[src/rtl/cp0_regfile_pkg.sv]
// Shared CP0 definitions: register numbers, exception codes, vectors and
// the packed register layouts used by the register file and its timer.
package cp0_regfile_pkg;

  localparam logic [4:0] CR_BADVADDR = 5'd8;
  localparam logic [4:0] CR_COUNT    = 5'd9;
  localparam logic [4:0] CR_COMPARE  = 5'd11;
  localparam logic [4:0] CR_STATUS   = 5'd12;
  localparam logic [4:0] CR_CAUSE    = 5'd13;
  localparam logic [4:0] CR_EPC      = 5'd14;

  localparam logic [4:0] EXCCODE_INT  = 5'h00;
  localparam logic [4:0] EXCCODE_MOD  = 5'h01;
  localparam logic [4:0] EXCCODE_TLBL = 5'h02;
  localparam logic [4:0] EXCCODE_TLBS = 5'h03;
  localparam logic [4:0] EXCCODE_ADEL = 5'h04;
  localparam logic [4:0] EXCCODE_ADES = 5'h05;
  localparam logic [4:0] EXCCODE_SYS  = 5'h08;

  localparam logic [31:0] EXC_VEC_REFILL  = 32'hBFC0_0200;
  localparam logic [31:0] EXC_VEC_GENERAL = 32'hBFC0_0380;

  typedef struct packed {
    logic [7:0] im;
    logic       exl;
    logic       ie;
  } cp0_status_t;

  // ti lives in the timer; the stored Cause holds only the other fields.
  typedef struct packed {
    logic       bd;
    logic [7:0] ip;
    logic [4:0] exccode;
  } cp0_cause_t;

  typedef struct packed {
    cp0_status_t status;
    cp0_cause_t  cause;
    logic        ti;
    logic [31:0] epc;
    logic [31:0] badvaddr;
    logic [31:0] count;
    logic [31:0] compare;
  } cp0_regs_t;

  // Address-class exceptions that latch the faulting virtual address.
  function automatic logic exc_sets_badvaddr(input logic [4:0] code);
    return (code == EXCCODE_ADEL) || (code == EXCCODE_ADES) ||
           (code == EXCCODE_TLBL) || (code == EXCCODE_TLBS) ||
           (code == EXCCODE_MOD);
  endfunction

endpackage

[src/rtl/cp0_regfile_timer.sv]
// CP0 Count/Compare timer: Count advances every second cycle, ti latches
// when the updated Count equals Compare and clears on a Compare write.
module cp0_timer
  import cp0_regfile_pkg::*;
(
  input  logic        clk,
  input  logic        resetn,
  input  logic        count_we_i,
  input  logic        compare_we_i,
  input  logic [31:0] wdata_i,
  output logic [31:0] count_o,
  output logic [31:0] compare_o,
  output logic        ti_o
);

  logic [31:0] count_q, count_d;
  logic [31:0] compare_q, compare_d;
  logic        tick_q, tick_d;
  logic        ti_q, ti_d;

  // Next-state: a Count write overrides the increment; a Compare write overrides a match.
  always_comb begin
    count_d   = count_q;
    compare_d = compare_q;
    tick_d    = ~tick_q;
    ti_d      = ti_q;
    if (count_we_i) begin
      count_d = wdata_i;
      tick_d  = 1'b0;
    end else if (tick_q) begin
      count_d = count_q + 32'd1;
    end
    if (compare_we_i) begin
      compare_d = wdata_i;
      ti_d      = 1'b0;
    end else if (count_d == compare_q) begin
      ti_d = 1'b1;
    end
  end

  // Timer state registers.
  always_ff @(posedge clk or negedge resetn) begin
    if (!resetn) begin
      count_q   <= '0;
      compare_q <= '0;
      tick_q    <= 1'b0;
      ti_q      <= 1'b0;
    end else begin
      count_q   <= count_d;
      compare_q <= compare_d;
      tick_q    <= tick_d;
      ti_q      <= ti_d;
    end
  end

  assign count_o   = count_q;
  assign compare_o = compare_q;
  assign ti_o      = ti_q;

endmodule

[src/rtl/cp0_regfile.sv]
// CP0 register file and exception/ERET controller downstream of WB.
// Interface and bus structs are flattened into plain ports.
module cp0_regfile
  import cp0_regfile_pkg::*;
(
  input  logic        clk,
  input  logic        resetn,
  input  logic        wb_we,
  input  logic [7:0]  wb_addr,
  input  logic [31:0] wb_wdata,
  output logic [31:0] wb_rdata,
  input  logic        ws_eret_flush,
  input  logic        ws_ex,
  input  logic        ws_bd,
  input  logic [4:0]  ws_exccode,
  input  logic        ws_tlb_refill,
  input  logic [31:0] ws_badvaddr,
  input  logic [31:0] ws_pc,
  input  logic [5:0]  ext_int_in,
  output logic        flush_ex,
  output logic        flush_eret,
  output logic        flush_tlb_refill,
  output logic        flush_tlb_op,
  output logic [31:0] flush_target,
  output logic        int_pending
);

  cp0_status_t status_q, status_d;
  cp0_cause_t  cause_q, cause_d;
  logic [31:0] epc_q, epc_d;
  logic [31:0] badvaddr_q, badvaddr_d;
  logic [31:0] count, compare;
  logic        ti;
  logic        sel0, wr_en, eret;
  logic [4:0]  regno;
  cp0_regs_t   regs;
  logic [31:0] rdata;
  logic [31:0] target;

  assign regno = wb_addr[4:0];
  assign sel0  = (wb_addr[7:5] == 3'd0);
  // An exception in the same cycle drops the MTC0.
  assign wr_en = wb_we & sel0 & ~ws_ex;
  assign eret  = ws_eret_flush & ~ws_ex;

  cp0_timer u_timer (
    .clk          (clk),
    .resetn       (resetn),
    .count_we_i   (wr_en && (regno == CR_COUNT)),
    .compare_we_i (wr_en && (regno == CR_COMPARE)),
    .wdata_i      (wb_wdata),
    .count_o      (count),
    .compare_o    (compare),
    .ti_o         (ti)
  );

  // Next-state: MTC0, then ERET, then exception, so later sources take priority.
  always_comb begin
    status_d          = status_q;
    cause_d           = cause_q;
    epc_d             = epc_q;
    badvaddr_d        = badvaddr_q;
    cause_d.ip[7:2]   = {ext_int_in[5] | ti, ext_int_in[4:0]};
    if (wr_en) begin
      case (regno)
        CR_STATUS: begin
          status_d.im  = wb_wdata[15:8];
          status_d.exl = wb_wdata[1];
          status_d.ie  = wb_wdata[0];
        end
        CR_CAUSE: cause_d.ip[1:0] = wb_wdata[9:8];
        CR_EPC:   epc_d = wb_wdata;
        default: ;
      endcase
    end
    if (eret) status_d.exl = 1'b0;
    if (ws_ex) begin
      if (!status_q.exl) begin
        epc_d      = ws_bd ? (ws_pc - 32'd4) : ws_pc;
        cause_d.bd = ws_bd;
      end
      status_d.exl    = 1'b1;
      cause_d.exccode = ws_exccode;
      if (exc_sets_badvaddr(ws_exccode)) badvaddr_d = ws_badvaddr;
    end
  end

  // CP0 architectural registers.
  always_ff @(posedge clk or negedge resetn) begin
    if (!resetn) begin
      status_q   <= '0;
      cause_q    <= '0;
      epc_q      <= '0;
      badvaddr_q <= '0;
    end else begin
      status_q   <= status_d;
      cause_q    <= cause_d;
      epc_q      <= epc_d;
      badvaddr_q <= badvaddr_d;
    end
  end

  assign regs = '{status: status_q, cause: cause_q, ti: ti, epc: epc_q,
                  badvaddr: badvaddr_q, count: count, compare: compare};

  // MFC0 read mux over the current register snapshot.
  always_comb begin
    rdata = '0;
    if (sel0) begin
      case (regno)
        CR_STATUS:   rdata = {9'd0, 1'b1, 6'd0, regs.status.im, 6'd0,
                              regs.status.exl, regs.status.ie};
        CR_CAUSE:    rdata = {regs.cause.bd, regs.ti, 14'd0, regs.cause.ip,
                              1'b0, regs.cause.exccode, 2'b00};
        CR_EPC:      rdata = regs.epc;
        CR_BADVADDR: rdata = regs.badvaddr;
        CR_COUNT:    rdata = regs.count;
        CR_COMPARE:  rdata = regs.compare;
        default:     rdata = '0;
      endcase
    end
  end

  // Redirect target from the in-flight exception/ERET and the pre-update exl.
  always_comb begin
    target = '0;
    if (ws_ex) begin
      target = (ws_tlb_refill && !status_q.exl) ? EXC_VEC_REFILL : EXC_VEC_GENERAL;
    end else if (ws_eret_flush) begin
      target = epc_q;
    end
  end

  assign wb_rdata         = resetn ? rdata : '0;
  assign flush_ex         = resetn & ws_ex;
  assign flush_eret       = resetn & eret;
  assign flush_tlb_refill = resetn & ws_ex & ws_tlb_refill;
  assign flush_tlb_op     = 1'b0;
  assign flush_target     = resetn ? target : '0;
  assign int_pending      = status_q.ie & ~status_q.exl &
                            (|(cause_q.ip & status_q.im));

endmodule

[config.mk]
export PLATFORM = sky130hd
export DESIGN_NAME = cp0_regfile
export DESIGN_NICKNAME = d
export VERILOG_FILES = /design/src/rtl/cp0_regfile_pkg.sv /design/src/rtl/cp0_regfile_timer.sv /design/src/rtl/cp0_regfile.sv
export SDC_FILE = /design/constraint.sdc
export NUM_CORES = 1
export LEC_CHECK = 0
export CAP_MARGIN = 40
export CORE_UTILIZATION = 50
export CTS_CLUSTER_SIZE = 16
export DETAILED_ROUTE_END_ITERATION = 8
export PLACE_DENSITY_LB_ADDON = 0.15
export SYNTH_ARGS = -nofsm -noshare
export SYNTH_HDL_FRONTEND = slang
export SYNTH_HIERARCHICAL = 1
export SYNTH_SLANG_ARGS = --single-unit
[constraint.sdc]
create_clock -name clk -period 3.85 [get_ports clk]
set_input_delay 0.5775 -clock clk [delete_from_list [all_inputs] [get_ports clk]]
set_output_delay 0.5775 -clock clk [all_outputs]
set_load 0.1 [all_outputs]
; ---- Yosys cells after proc, flatten, opt, wreduce, memory -nomap -nowiden
; Index checks and enable logic that the tools add are counted.
[totals]
register_bits = 154
inputBits = 122
out_inout_bits = 69
[classes]
n_addsub = 2
n_eq_ne = 12
n_mux = 21
bitwise = 13
reduce_logical = 18
[op_table]
columns = cell, n
row1 = $mux W32, 12
row2 = $pmux W32 S6, 1
row3 = $add A32 B1 Y32 const B, 1
row4 = $eq A32 B32 Y1, 1
row5 = $sub A32 B3 Y32 const B, 1
row6 = $eq A5 B4 Y1 const B, 6
row7 = $eq A5 B2 Y1 const B, 2
row8 = $eq A5 B3 Y1 const B, 2
row9 = $reduce_and A2 Y1, 5
row10 = $mux W9, 1
row11 = $and A1 B1 Y1, 8
row12 = $and A8 B8 Y8, 1
row13 = $reduce_or A8 Y1, 1
row14 = $reduce_bool A3 Y1, 2
row15 = $eq A5 B1 Y1 const B, 1
row16 = $mux W1, 5
row17 = $logic_or A1 B1 Y1, 4
row18 = $mux W2, 2
row19 = $logic_and A1 B1 Y1, 3
row20 = $logic_not A3 Y1, 1
row21 = $not A1 Y1, 3
row22 = $reduce_bool A2 Y1, 1
row23 = $logic_not A1 Y1, 1
row24 = $or A1 B1 Y1, 1

; ---- Logic depth before layout (Yosys ltp)
[depth]
depth_word = 8
ltp_mapped = 13

; ---- By module
; The synthesis kept the hierarchy.
[by_module_without_submodules]
columns = mod, n_inst, cells_per_inst, area_per_inst_um2, seq_area_each_um2
row1 = cp0_regfile, 1, 603, 5900.7, 2202.1
row2 = cp0_timer, 1, 445, 4127.7, 1651.6

; ---- Worst setup path before layout
; No wires, ideal clock.
[synth_path]
path_kind = input port to flip-flop
start = input wb_addr[4]
end = register u_timer.ti_q (netlist: u_timer/ti_o)
arrival_ps = 4260
slack_ps = -514
path_stages = 11
path_buffers = 1
cell_sequence = nand2b_1 > nor3b_1 > clkbuf_1 > nor3b_1 > inv_2 > mux2_4 > a32o_1 > or4_1 > or4_1 > or4_1 > o41ai_2
[synth_via]
elab_chain_len = 5
word_cells_on_any_way = 8
cone_classes = eq/ne (3) / mux (2) / reduce/logical (3)
[synth_rtl]
columns = element, line
row1 = from (decl), cp0_regfile.sv:9  ; input logic [7:0] wb_addr,
row2 = $eq A5 B4 Y1, cp0_regfile.sv:49  ; .count_we_i (wr_en && (regno == CR_COUNT)),
row3 = $logic_and A1 B1 Y1, cp0_regfile.sv:49
row4 = $mux W32, cp0_regfile_timer.sv:27  ; if (count_we_i) begin
row5 = named net u_timer.count_d[4], cp0_regfile_timer.sv:16  ; logic [31:0] count_q, count_d;
row6 = $eq A32 B32 Y1, cp0_regfile_timer.sv:36  ; end else if (count_d == compare_q) begin
row7 = $reduce_bool A2 Y1 (no line), n/a
row8 = to (signal assigned), cp0_regfile_timer.sv:52  ; ti_q <= ti_d;
row9 = to (decl), cp0_regfile_timer.sv:19  ; logic ti_q, ti_d;
; The timed path passes the listed nets, and every way through them passes these cells.
; A chain may end at the register's enable or synchronous reset.

; ---- Worst setup path in the final report
; Ends and elaborated chain as after synthesis.

==> impl_metrics.toml <==
[detailed_routing]
postRouteAntennaNets = 0
vias = 9895
first_iter_violations = 963
first_pass_iters = 7
drc = 0
vias_per_cell = 6.43
wirelength_mm = 38.1
wl_per_cell_microns = 24.7

[clock_network]
clk_latency_ps = 430
cts_buffers = 17
clockRootBuffer = "clkbuf_16"
cts_max_path_buffers = 2
clk_pin_slew_ps = 70
cts.sinks = 154
cts_tree = "done"
cts_hold_buf = 0
htreeDepth = 4

[setup_path]
worstPathCellList = "clkdlybuf4s50_1 > nand2b_4 > nor3b_4 > nor3b_4 > buf_6 > nand2_1 > o21ai_2 > xnor2_2 > nand3_1 > or4_1 > or4_1 > or4_4 > o41ai_2"
cp_max_fo = 5
reg2reg_depth = 7
crit_path_end_kind = "register"
r2r_setup_slack_ps = 330
r2r_end = "u_timer/ti_o$_DFFE_PN0P_"
timing.rr.start = "u_timer/count_o[12]$_DFF_PN0_"
slowest_stage = "or4_4"
cp-startpoint = "wb_addr[4]"
endpoint = "u_timer/ti_o$_DFFE_PN0P_"
crit_required_ps = 4190
max_stage_delay_ps = 550
worstSetupPathType = "in2reg"
cp.arrival_ps = 4110
start_kind = "primary input"

[grt]
grt_max_degree = 115
gr-total-overflow = 0
grt_usage_pct = 38.0
antenna_found_initial = 1
grt_pass1_vias = 9333
grt_pass1_wl_mm = 57.0

[cells_and_area]
utilization_pct = 71.5
area_growth_syn_to_layout_pct = 39.6
drive_gt1_share_pct = 26.1
layout_common_cells = "dfrtp_1 (154), clkdlybuf4s50_1 (115), mux2_2 (110), nand2_1 (92), buf_4 (76)"
nets = 1385
final_common_cell = "dfrtp_1"

[placed_design]
gp_congestion = 0.997
dp_hpwl_mm = 29.2
portBuffers = 189

[floorplanning]
placementRows = 51
die_x_microns = 144
die-area_sq_um = 20600
die_h_microns = 144
io_pins = 191
core-area_sq_um = 19600
initial_core_util_pct = 51.2

[yosys]
syn_nets = 1172
synthCells = 1048
seq_area_frac_synth_pct = 38.4
synth.distinct_cells = 72
async_flop_share_pct = 100
synthFlopType = "dfrtp_1"
synth-seq-cells = 154
synth_warnings = 6
syn_area_per_cell_sq_um = 9.57
synth_area_sq_um = 10000
synth-edff-count = 0

[hold_path]
hold_path_class = "in2async"

[timing]
worstMarginPinSlew_ps = 875
setup_viol_count_final = 0
hold_violations = 0
finalClockSkew_ps = 9.93
maxSlewViolCount = 0
finalWorstPathRequiredPeriod_ps = 3770
timing.fmax_mhz = 265
slew_headroom_pct = 41.4
finalCritPeriodShare_pct = 98.0

[power_and_ir_drop]
total_power_mw = 5.25
max-vdd-ir-drop_mv = 0.308
p_leak_nw = 5.43
power_density_nw_per_um2 = 375

[flow_run]
maxCapViolCount = 0

[outcome]
status = "finished, final reports clean"
kinds of logic after synthesis:
logic type                 after synthesis  share of synthesized area (%)
adders and majority gates                2                          0.249
muxes                                  144                           15.8
other                                    1                         0.0374
xor gates and xnor gates                71                           6.20
and+or+nand+nor                        317                           17.6
AOI/OAI and AO/OA                      260                           17.7
buffers and inverters                   99                           4.04
DFF                                    154                           38.4
power by group:
group          internal [mW]  total, mW  switching [mW]
registers               1.85       2.10           0.257
clock network           1.03       1.78           0.749
logic                  0.609       1.37           0.759
total                   3.49       5.25            1.76
what timing repair did:
action                                  4_1_cts  5_1_grt
pin swaps                                     6        7
endpoints found under the setup margin        1        1
gates resized for setup                       9        9
setup buffers                                 2        1
worst min-delay path by stage:
stage | endpoint | depth (start not counted)
3_3_place_gp | cause_q[13]$_DFFE_PN0P_ | 2
5_1_grt | u_timer/count_o[20]$_DFF_PN0_ | 2
3_5_place_dp | cause_q[13]$_DFFE_PN0P_ | 2
6_report | u_timer/count_o[20]$_DFF_PN0_ | 2
4_1_cts | u_timer/count_o[22]$_DFF_PN0_ | 2
2_1_floorplan | badvaddr_q[0]$_DFFE_PN0P_ | 0
synthesized netlist by cell type, drive strengths merged (16+ instances only):
cell    number  area, sq um
xnor2       45          394
a22oi       51          383
buf         19          105
nand2       93          349
or4         22          173
clkbuf      58          218
mux2i       32          320
a21oi       49          245
xor2        26          228
a31oi       25          156
mux2       112         1260
o21ai       49          245
and3        28          175
dfrtp      154         3850
a211oi      19          143
nor3        19         95.1
nor4        16          134
nor2b       17          106
nand4       19          134
nand3       20          100
inv         22         82.6
nor2        33          124
state kept, by name, indices dropped and copies added, names as in the netlist:
signal,flops
badvaddr_q,32
cause_q,14
epc_q,32
regs,10
u_timer/compare_o,32
u_timer/count_o,32
u_timer/ti_o,1
u_timer/tick_q,1
metal layers:
metal | wire length [microns] | track usage, % | vias up
met5 | 0 | 0 | -
li1 | - | - | 4367
met4 | 1130 | 13.5 | 0
met2 | 17500 | 58.6 | 573
met3 | 3650 | 7.40 | 77
met1 | 15800 | 53.0 | 4878
cell type report:
type | count | area (sq um)
Antenna cell | 1 | 2.50
Clock buffer | 17 | 425
Clock inverter | 15 | 188
Fill cell | 1499 | 5590
Inverter | 22 | 82.6
Multi-Input combinational cell | 795 | 5910
Sequential cell | 154 | 3850
Tap cell | 265 | 332
Timing Repair Buffer | 271 | 3210
worst max-delay path, delay by kind of cell:
kind	cells	cell delay [ps]
AO/OA/AOI/OAI	2	370
AND/OR/NAND/NOR	8	2390
XOR/XNOR	1	160
buffers and inverters	2	600
metrics by stage:
step | instances | setup slack, ps | TNS, ps | instance area (sq um) | hold WS, ps
finish | 1540 | 76.9 | 0 | 14000 | 196
global route | 1540 | -7.36 | -7.36 | 14000 | 247
CTS | 1538 | 43.9 | 0 | 13900 | 229
detailed placement | 1504 | -1020 | -1020 | 13300 | 491
global placement | 1501 | -881 | -881 | 13300 | 483
floorplan | 1048 | -499 | -1350 | 10100 | 282
Note: power is estimated with default switching activity, not from simulation.
